### config.mk
export PLATFORM = sky130hd
export DESIGN_NAME = tanh_vector_sequencer
export DESIGN_NICKNAME = d
export VERILOG_FILES = /design/src/rtl/tanh_vector_sequencer.sv
export SDC_FILE = /design/constraint.sdc
export NUM_CORES = 1
export LEC_CHECK = 0
export BUFFER_PORTS_ARGS = -buffer_cell sky130_fd_sc_hd__buf_4
export CAP_MARGIN = 25
export CORE_MARGIN = 3
export CORE_UTILIZATION = 40
export DETAILED_ROUTE_END_ITERATION = 6
export HOLD_SLACK_MARGIN = 0.15
export PLACE_DENSITY_LB_ADDON = 0.05
export SYNTH_ARGS = -nofsm -noshare
export SYNTH_HDL_FRONTEND = slang
export SYNTH_SLANG_ARGS = --single-unit
### constraint.sdc
create_clock -name clk -period 2.68 [get_ports clk]
set_input_delay 0.536 -clock clk [delete_from_list [all_inputs] [get_ports clk]]
set_output_delay 0.536 -clock clk [all_outputs]
set_load 0.1 [all_outputs]
### src/rtl/tanh_vector_sequencer.sv
`default_nettype none
// +--------------------------------------------------------------------+
// | tanh_vector_sequencer: streams FP32 pairs through float_tanh_dual  |
// | and writes the paired results back in issue order. Rev 1.0         |
// +--------------------------------------------------------------------+
module tanh_vector_sequencer #(
  parameter  int VEC_LEN = 32,
  localparam int NPAIR   = VEC_LEN / 2,
  localparam int PW      = $clog2(NPAIR + 1)
) (
  input  logic          clk,
  input  logic          rst_n,
  input  logic          start,
  input  logic [PW-1:0] len_pairs,
  output logic          busy,
  output logic          done,
  output logic          err,
  output logic [PW-1:0] rd_addr,
  input  logic [31:0]   rd_data1,
  input  logic [31:0]   rd_data2,
  output logic [31:0]   tanh_din1,
  output logic [31:0]   tanh_din2,
  output logic          tanh_valid,
  input  logic          tanh_ready,
  input  logic          tanh_done,
  input  logic [31:0]   tanh_dout1,
  input  logic [31:0]   tanh_dout2,
  output logic          res_wr_en,
  output logic [PW-1:0] res_wr_addr,
  output logic [31:0]   res_wr_data1,
  output logic [31:0]   res_wr_data2
);

  localparam logic [PW-1:0] NPAIR_W = PW'(NPAIR);

  typedef enum logic [2:0] {
    S_IDLE   = 3'd0,
    S_FETCH  = 3'd1,
    S_ISSUE  = 3'd2,
    S_DRAIN  = 3'd3,
    S_FINISH = 3'd4
  } state_t;

  state_t        state_q, state_d;
  logic [PW-1:0] len_q, len_d;
  logic [PW-1:0] iss_idx_q, iss_idx_d;
  logic [PW-1:0] wr_idx_q, wr_idx_d;
  logic [PW-1:0] inflight_q, inflight_d;
  logic [31:0]   din1_q, din1_d;
  logic [31:0]   din2_q, din2_d;
  logic          err_q, err_d;
  logic          wr_en_q, wr_en_d;
  logic [PW-1:0] wr_addr_q, wr_addr_d;
  logic [31:0]   wr_data1_q, wr_data1_d;
  logic [31:0]   wr_data2_q, wr_data2_d;

  logic          issue_xfer;
  logic          collect;
  logic [PW-1:0] len_in;

  assign issue_xfer = (state_q == S_ISSUE) && tanh_ready;
  // A result is only legitimate when something is outstanding in the unit.
  assign collect    = tanh_done && (state_q != S_IDLE) && (inflight_q != '0);
  assign len_in     = (len_pairs > NPAIR_W) ? NPAIR_W : len_pairs;

  always_comb begin
    state_d    = state_q;
    len_d      = len_q;
    iss_idx_d  = iss_idx_q;
    wr_idx_d   = wr_idx_q;
    inflight_d = inflight_q;
    din1_d     = din1_q;
    din2_d     = din2_q;
    err_d      = err_q;
    wr_en_d    = 1'b0;
    wr_addr_d  = wr_addr_q;
    wr_data1_d = wr_data1_q;
    wr_data2_d = wr_data2_q;

    if (tanh_done) begin
      if (collect) begin
        wr_en_d    = 1'b1;
        wr_addr_d  = wr_idx_q;
        wr_data1_d = tanh_dout1;
        wr_data2_d = tanh_dout2;
        wr_idx_d   = wr_idx_q + 1'b1;
      end else begin
        err_d = 1'b1;
      end
    end

    if (issue_xfer && !collect) begin
      inflight_d = inflight_q + 1'b1;
    end else if (!issue_xfer && collect) begin
      inflight_d = inflight_q - 1'b1;
    end

    case (state_q)
      S_IDLE: begin
        if (start) begin
          len_d      = len_in;
          iss_idx_d  = '0;
          wr_idx_d   = '0;
          inflight_d = '0;
          state_d    = (len_in == '0) ? S_FINISH : S_FETCH;
        end
      end
      S_FETCH: begin
        din1_d  = rd_data1;
        din2_d  = rd_data2;
        state_d = S_ISSUE;
      end
      S_ISSUE: begin
        if (tanh_ready) begin
          iss_idx_d = iss_idx_q + 1'b1;
          state_d   = (iss_idx_d == len_q) ? S_DRAIN : S_FETCH;
        end
      end
      S_DRAIN: begin
        if (wr_idx_q == len_q) begin
          state_d = S_FINISH;
        end
      end
      S_FINISH: begin
        state_d = S_IDLE;
      end
      default: begin
        state_d = S_IDLE;
      end
    endcase
  end

  always_ff @(posedge clk or negedge rst_n) begin
    if (!rst_n) begin
      state_q    <= S_IDLE;
      len_q      <= '0;
      iss_idx_q  <= '0;
      wr_idx_q   <= '0;
      inflight_q <= '0;
      din1_q     <= '0;
      din2_q     <= '0;
      err_q      <= 1'b0;
      wr_en_q    <= 1'b0;
      wr_addr_q  <= '0;
      wr_data1_q <= '0;
      wr_data2_q <= '0;
    end else begin
      state_q    <= state_d;
      len_q      <= len_d;
      iss_idx_q  <= iss_idx_d;
      wr_idx_q   <= wr_idx_d;
      inflight_q <= inflight_d;
      din1_q     <= din1_d;
      din2_q     <= din2_d;
      err_q      <= err_d;
      wr_en_q    <= wr_en_d;
      wr_addr_q  <= wr_addr_d;
      wr_data1_q <= wr_data1_d;
      wr_data2_q <= wr_data2_d;
    end
  end

  assign busy         = (state_q != S_IDLE);
  assign done         = (state_q == S_FINISH);
  assign err          = err_q;
  assign rd_addr      = (state_q == S_FETCH) ? iss_idx_q : '0;
  assign tanh_valid   = (state_q == S_ISSUE);
  assign tanh_din1    = din1_q;
  assign tanh_din2    = din2_q;
  assign res_wr_en    = wr_en_q;
  assign res_wr_addr  = wr_addr_q;
  assign res_wr_data1 = wr_data1_q;
  assign res_wr_data2 = wr_data2_q;

endmodule
`default_nettype wire

* After elaboration in Yosys (flattened, before gate mapping)
Index checks and enable logic that the tools add are counted.
Word-level totals: bits of input ports 138, output and inout bits 143, bits in registers 158, word-level logic and storage cells 65
Operators by class: reduce and logical (&&, ||, !) cells 17, bitwise gates (word level) 1, $lt $le $gt $ge 1, mux-type cells 21, add/subtract/negate cells 4, equality and inequality tests 9
Operators with widths (number):
- $mux 5 | 12
- $add 5x1->5 const B | 3
- $mux 3 | 4
- $pmux 3 s4 | 1
- $eq 5x5->1 | 2
- $pmux 5 s2 | 1
- $eq 3x2->1 const B | 2
- $reduce_and 2->1 | 3
- $reduce_and 3->1 | 2
- $gt 5x5->1 const B | 1
- $logic_and 1x1->1 | 5
- $logic_not 5->1 | 1
- $reduce_bool 5->1 | 1
- $sub 5x1->5 const B | 1
- $ne 2x2->1 const B | 2
- $eq 3x1->1 const B | 1
- $eq 3x3->1 const B | 1
- $logic_not 3->1 | 1
- $reduce_bool 3->1 | 1
- $logic_not 1->1 | 2
- $mux 1 | 2
- $mux 2 | 1
- $ne 2x1->1 const B | 1
- $reduce_bool 2->1 | 1
- $not 1->1 | 1

* Longest topological paths before layout
depth in word-level cells 8, mapped depth 9, gate-level depth less buffers 7

* Least setup slack after synthesis
Ideal clock, no wire load.
path type reg-to-output, from register state_q[0], to output port done, path slack -0.788 ns, stages on the path, launching flop included 4, data arrival time 2.932 ns, required time 2.144 ns, path buffers 2, cell sequence dfrtp_1 > clkbuf_1 > clkbuf_1 > nor3b_1
On the way: word-level cells in the longest chain between the ends 1
Ends and longest elaborated chain:
- start: declaration | line 44 | state_t state_q, state_d;
- start signal: assignment | line 148 | state_q <= state_d;
- $eq 3x3->1 | line 164 | assign done = (state_q == S_FINISH);
- end: declaration | line 16 | output logic done,
Every way passes these cells.

* Final worst setup path
from register state_q[2], to output port rd_addr[3]
On the way: word-level cells in the longest chain between the ends 2
Ends and longest elaborated chain:
- $eq 3x1->1 | line 166 | assign rd_addr = (state_q == S_FETCH) ? iss_idx_q : '0;
- $mux 5 | line 166
- end: declaration | line 18 | output logic [PW-1:0] rd_addr,
Every way passes these cells.

==> flow_summary.ini <==
[status]
status = completed

[timing]
drv_slew = 0
fin_crit_ps = 2330
worst_pin_slew_ps = 592
finalClockSkew_ps = 8.54
rsz0062_at_grt = false
fin_setup_tns_ps = 0
timing.max_slew.rel_slack_pct = 60.5
setup_viol = 0
holdWs_ps = 301
period_share_pct = 87.0
clock.fmax_ghz = 0.429
final_hold_viol_count = 0

[cts]
cts.sinks = 158
cts_tree = built
cts_resized = 0
clockBufferDepth = 2
cts-root-buf = clkbuf_16
post_cts_buffers = 0
clk_pin_slew_worst_paths_ps = 60
numCtsBuffers = 17
hold_buffers = 1
h-tree-depth = 4
insertion_delay_ps = 420

[hold_path]
worstHoldPathType = input port to register

[placed_design]
place_congestion = 0.812
io_buffers = 280
dp_cells = 1068
dp_hpwl_um = 13300

[global_route]
grt_pass1_wl_um = 28400
antenna_found_initial = 0
grt_max_degree = 65
grt_pass1_vias = 5377
globalRouteOverflowTotal = 0
grtUsageTotal_pct = 20.3

[synthesis]
synthesis.nets = 741
syn_area_mm2 = 0.00646
syn_area_per_cell_um2 = 10.8
ys_seq_area_share_pct = 61.2
ys_warn_count = 0
synth_cells = 599
ys_types = 41
ys_ff_latch = 158

[setup_path]
path_class = register to output pin
startpoint_type = register
path_cells = nor3b_4, and2_1, buf_4
endpoint_kind = output pin
critPathMaxFanout = 14
worst_ep_required_time_ps = 2140
critPathArrivalTime_ps = 1800
critPathMaxStageDelay_ps = 550
critPathSlowestCell = dfrtp_1

[detailed_routing]
drt-total-wl_um = 18000
drtIter0Drc = 231
drc = 0
routedWlPerCell_um = 16.4
viasPerCell = 4.79
vias = 5274
first_pass_iters = 4
ant_nets = 0

[floorplan]
start_util_pct = 41.7
core-area_mm2 = 0.0155
dieWidth_um = 133
die_area_mm2 = 0.0177
die_y_um = 133
rows = 45
ioPinCount = 281

[finish]
utilization_pct = 61.2
nNetsFinal = 1019
finalNonFillerCells = 1101
diodes = 0
nFillCells = 1326
drive_gt1_share_pct = 44.0
syn_to_final_growth_pct = 46.7

[job]
drv_cap = 0
## layer usage
metal	vias up	wire length [um]	GRT usage [%]
li1	2528	-	-
met1	2537	7310	24.3
met2	178	9150	34.8
met3	31	1080	6.24
met4	0	470	6.76
met5	-	0	0
## layout by cell type (no fill, tap or decap), drive strengths merged, types with 4 or more instances in the layout
cell type	instances
xor2	10
nor3	4
mux2i	4
xnor2	6
buf	289
inv	7
nand3	11
nand4	5
ha	4
dfrtp	158
clkbuf	19
bufinv	5
nand2b	4
nor2	9
clkinv	5
and2	6
o21ai	16
nand2	230
a21oi	6
mux2	65
## synth_stat cells (all sizes together)
| master | n | area share (%) |
|---|---|---|
| clkbuf | 8 | 0.46 |
| a22o | 1 | 0.14 |
| a311oi | 1 | 0.14 |
| and2 | 6 | 0.58 |
| or4 | 1 | 0.12 |
| xnor2 | 6 | 0.81 |
| o22ai | 1 | 0.097 |
| nand3 | 11 | 0.85 |
| a211oi | 1 | 0.12 |
| o31ai | 1 | 0.12 |
| mux2i | 4 | 0.62 |
| nor2 | 9 | 0.52 |
| nor4b | 1 | 0.14 |
| nor3 | 4 | 0.31 |
| inv | 6 | 0.35 |
| nand2 | 230 | 13 |
| buf | 23 | 1.8 |
| nor4bb | 1 | 0.15 |
| and4 | 1 | 0.14 |
| or3 | 1 | 0.097 |
| o31a | 1 | 0.14 |
| ha | 4 | 0.77 |
| nand3b | 1 | 0.12 |
| dfrtp | 158 | 61 |
| a21oi | 6 | 0.46 |
| or4b | 1 | 0.21 |
| o21bai | 1 | 0.12 |
| and3 | 1 | 0.097 |
| nor4 | 3 | 0.29 |
| o21ai | 16 | 1.2 |
| mux2 | 65 | 11 |
| nand4bb | 1 | 0.17 |
| nand4 | 5 | 0.48 |
| nand4b | 1 | 0.14 |
| nand2b | 4 | 0.39 |
| a21o | 2 | 0.23 |
| nor3b | 2 | 0.31 |
| xor2 | 10 | 1.4 |
## cells by family (layout without fill, tap and decap cells)
family,count (synthesis),in the layout,synth area share [%]
buf+inv,37,328,2.60
flops,158,158,61.2
compound gates,31,31,2.79
simple gates,284,284,18.5
fa+ha+maj,4,4,0.775
mux,69,69,12.0
xor+xnor,16,16,2.17
## critical path, delay by kind of cell (launching register included)
| family | cells | cell delay, ps |
|---|---|---|
| buffers and inverters | 1 | 290 |
| flip-flops | 1 | 550 |
| AND/OR/NAND/NOR | 2 | 540 |
## per-stage QoR
step                      setup WS (ps)  area, um2
after floorplan                     137       6470
after global placement              559       8810
after detailed placement            466       8810
after CTS                           309       9480
after global routing                225       9480
final                               348       9480
## sequential cells by signal, summed over array words and instances (netlist names)
| name | cells |
|---|---|
| res_wr_data1 | 32 |
| res_wr_data2 | 32 |
| tanh_din1 | 32 |
| tanh_din2 | 32 |
| inflight_q | 5 |
| iss_idx_q | 5 |
| len_q | 5 |
| res_wr_addr | 5 |
| wr_idx_q | 5 |
| state_q | 3 |
| err | 1 |
| res_wr_en | 1 |
## final cells by class
cell class	instances	area (um2)	area share (%)
Clock buffer	19	453	4.78
Clock inverter	13	210	2.22
Sequential cell	158	3950	41.7
Tap cell	211	264	2.79
Timing Repair Buffer	290	2220	23.4
Multi-Input combinational cell	404	2350	24.8
Inverter	6	22.5	0.238
## path summary, 6_finish.rpt
kind / from / to / slack [ps] / cells after the start
worst min register to register: err / err / 470 / 1
worst max-delay path: state_q[2] / rd_addr[3] / 350 / 3
worst min-delay path: tanh_dout2[27] / res_wr_data2[27] / 300 / 3
min in group asynchronous: rst_n / res_wr_data1[7] / 620 / 2
max in group asynchronous: rst_n / res_wr_data2[24] / 1380 / 3
worst max register to register: inflight_q[0] / res_wr_data2[17] / 460 / 8
Power is left out: the tool's default activity adds up to more than one toggle a clock period on the data nets, which glitch-free logic cannot reach.
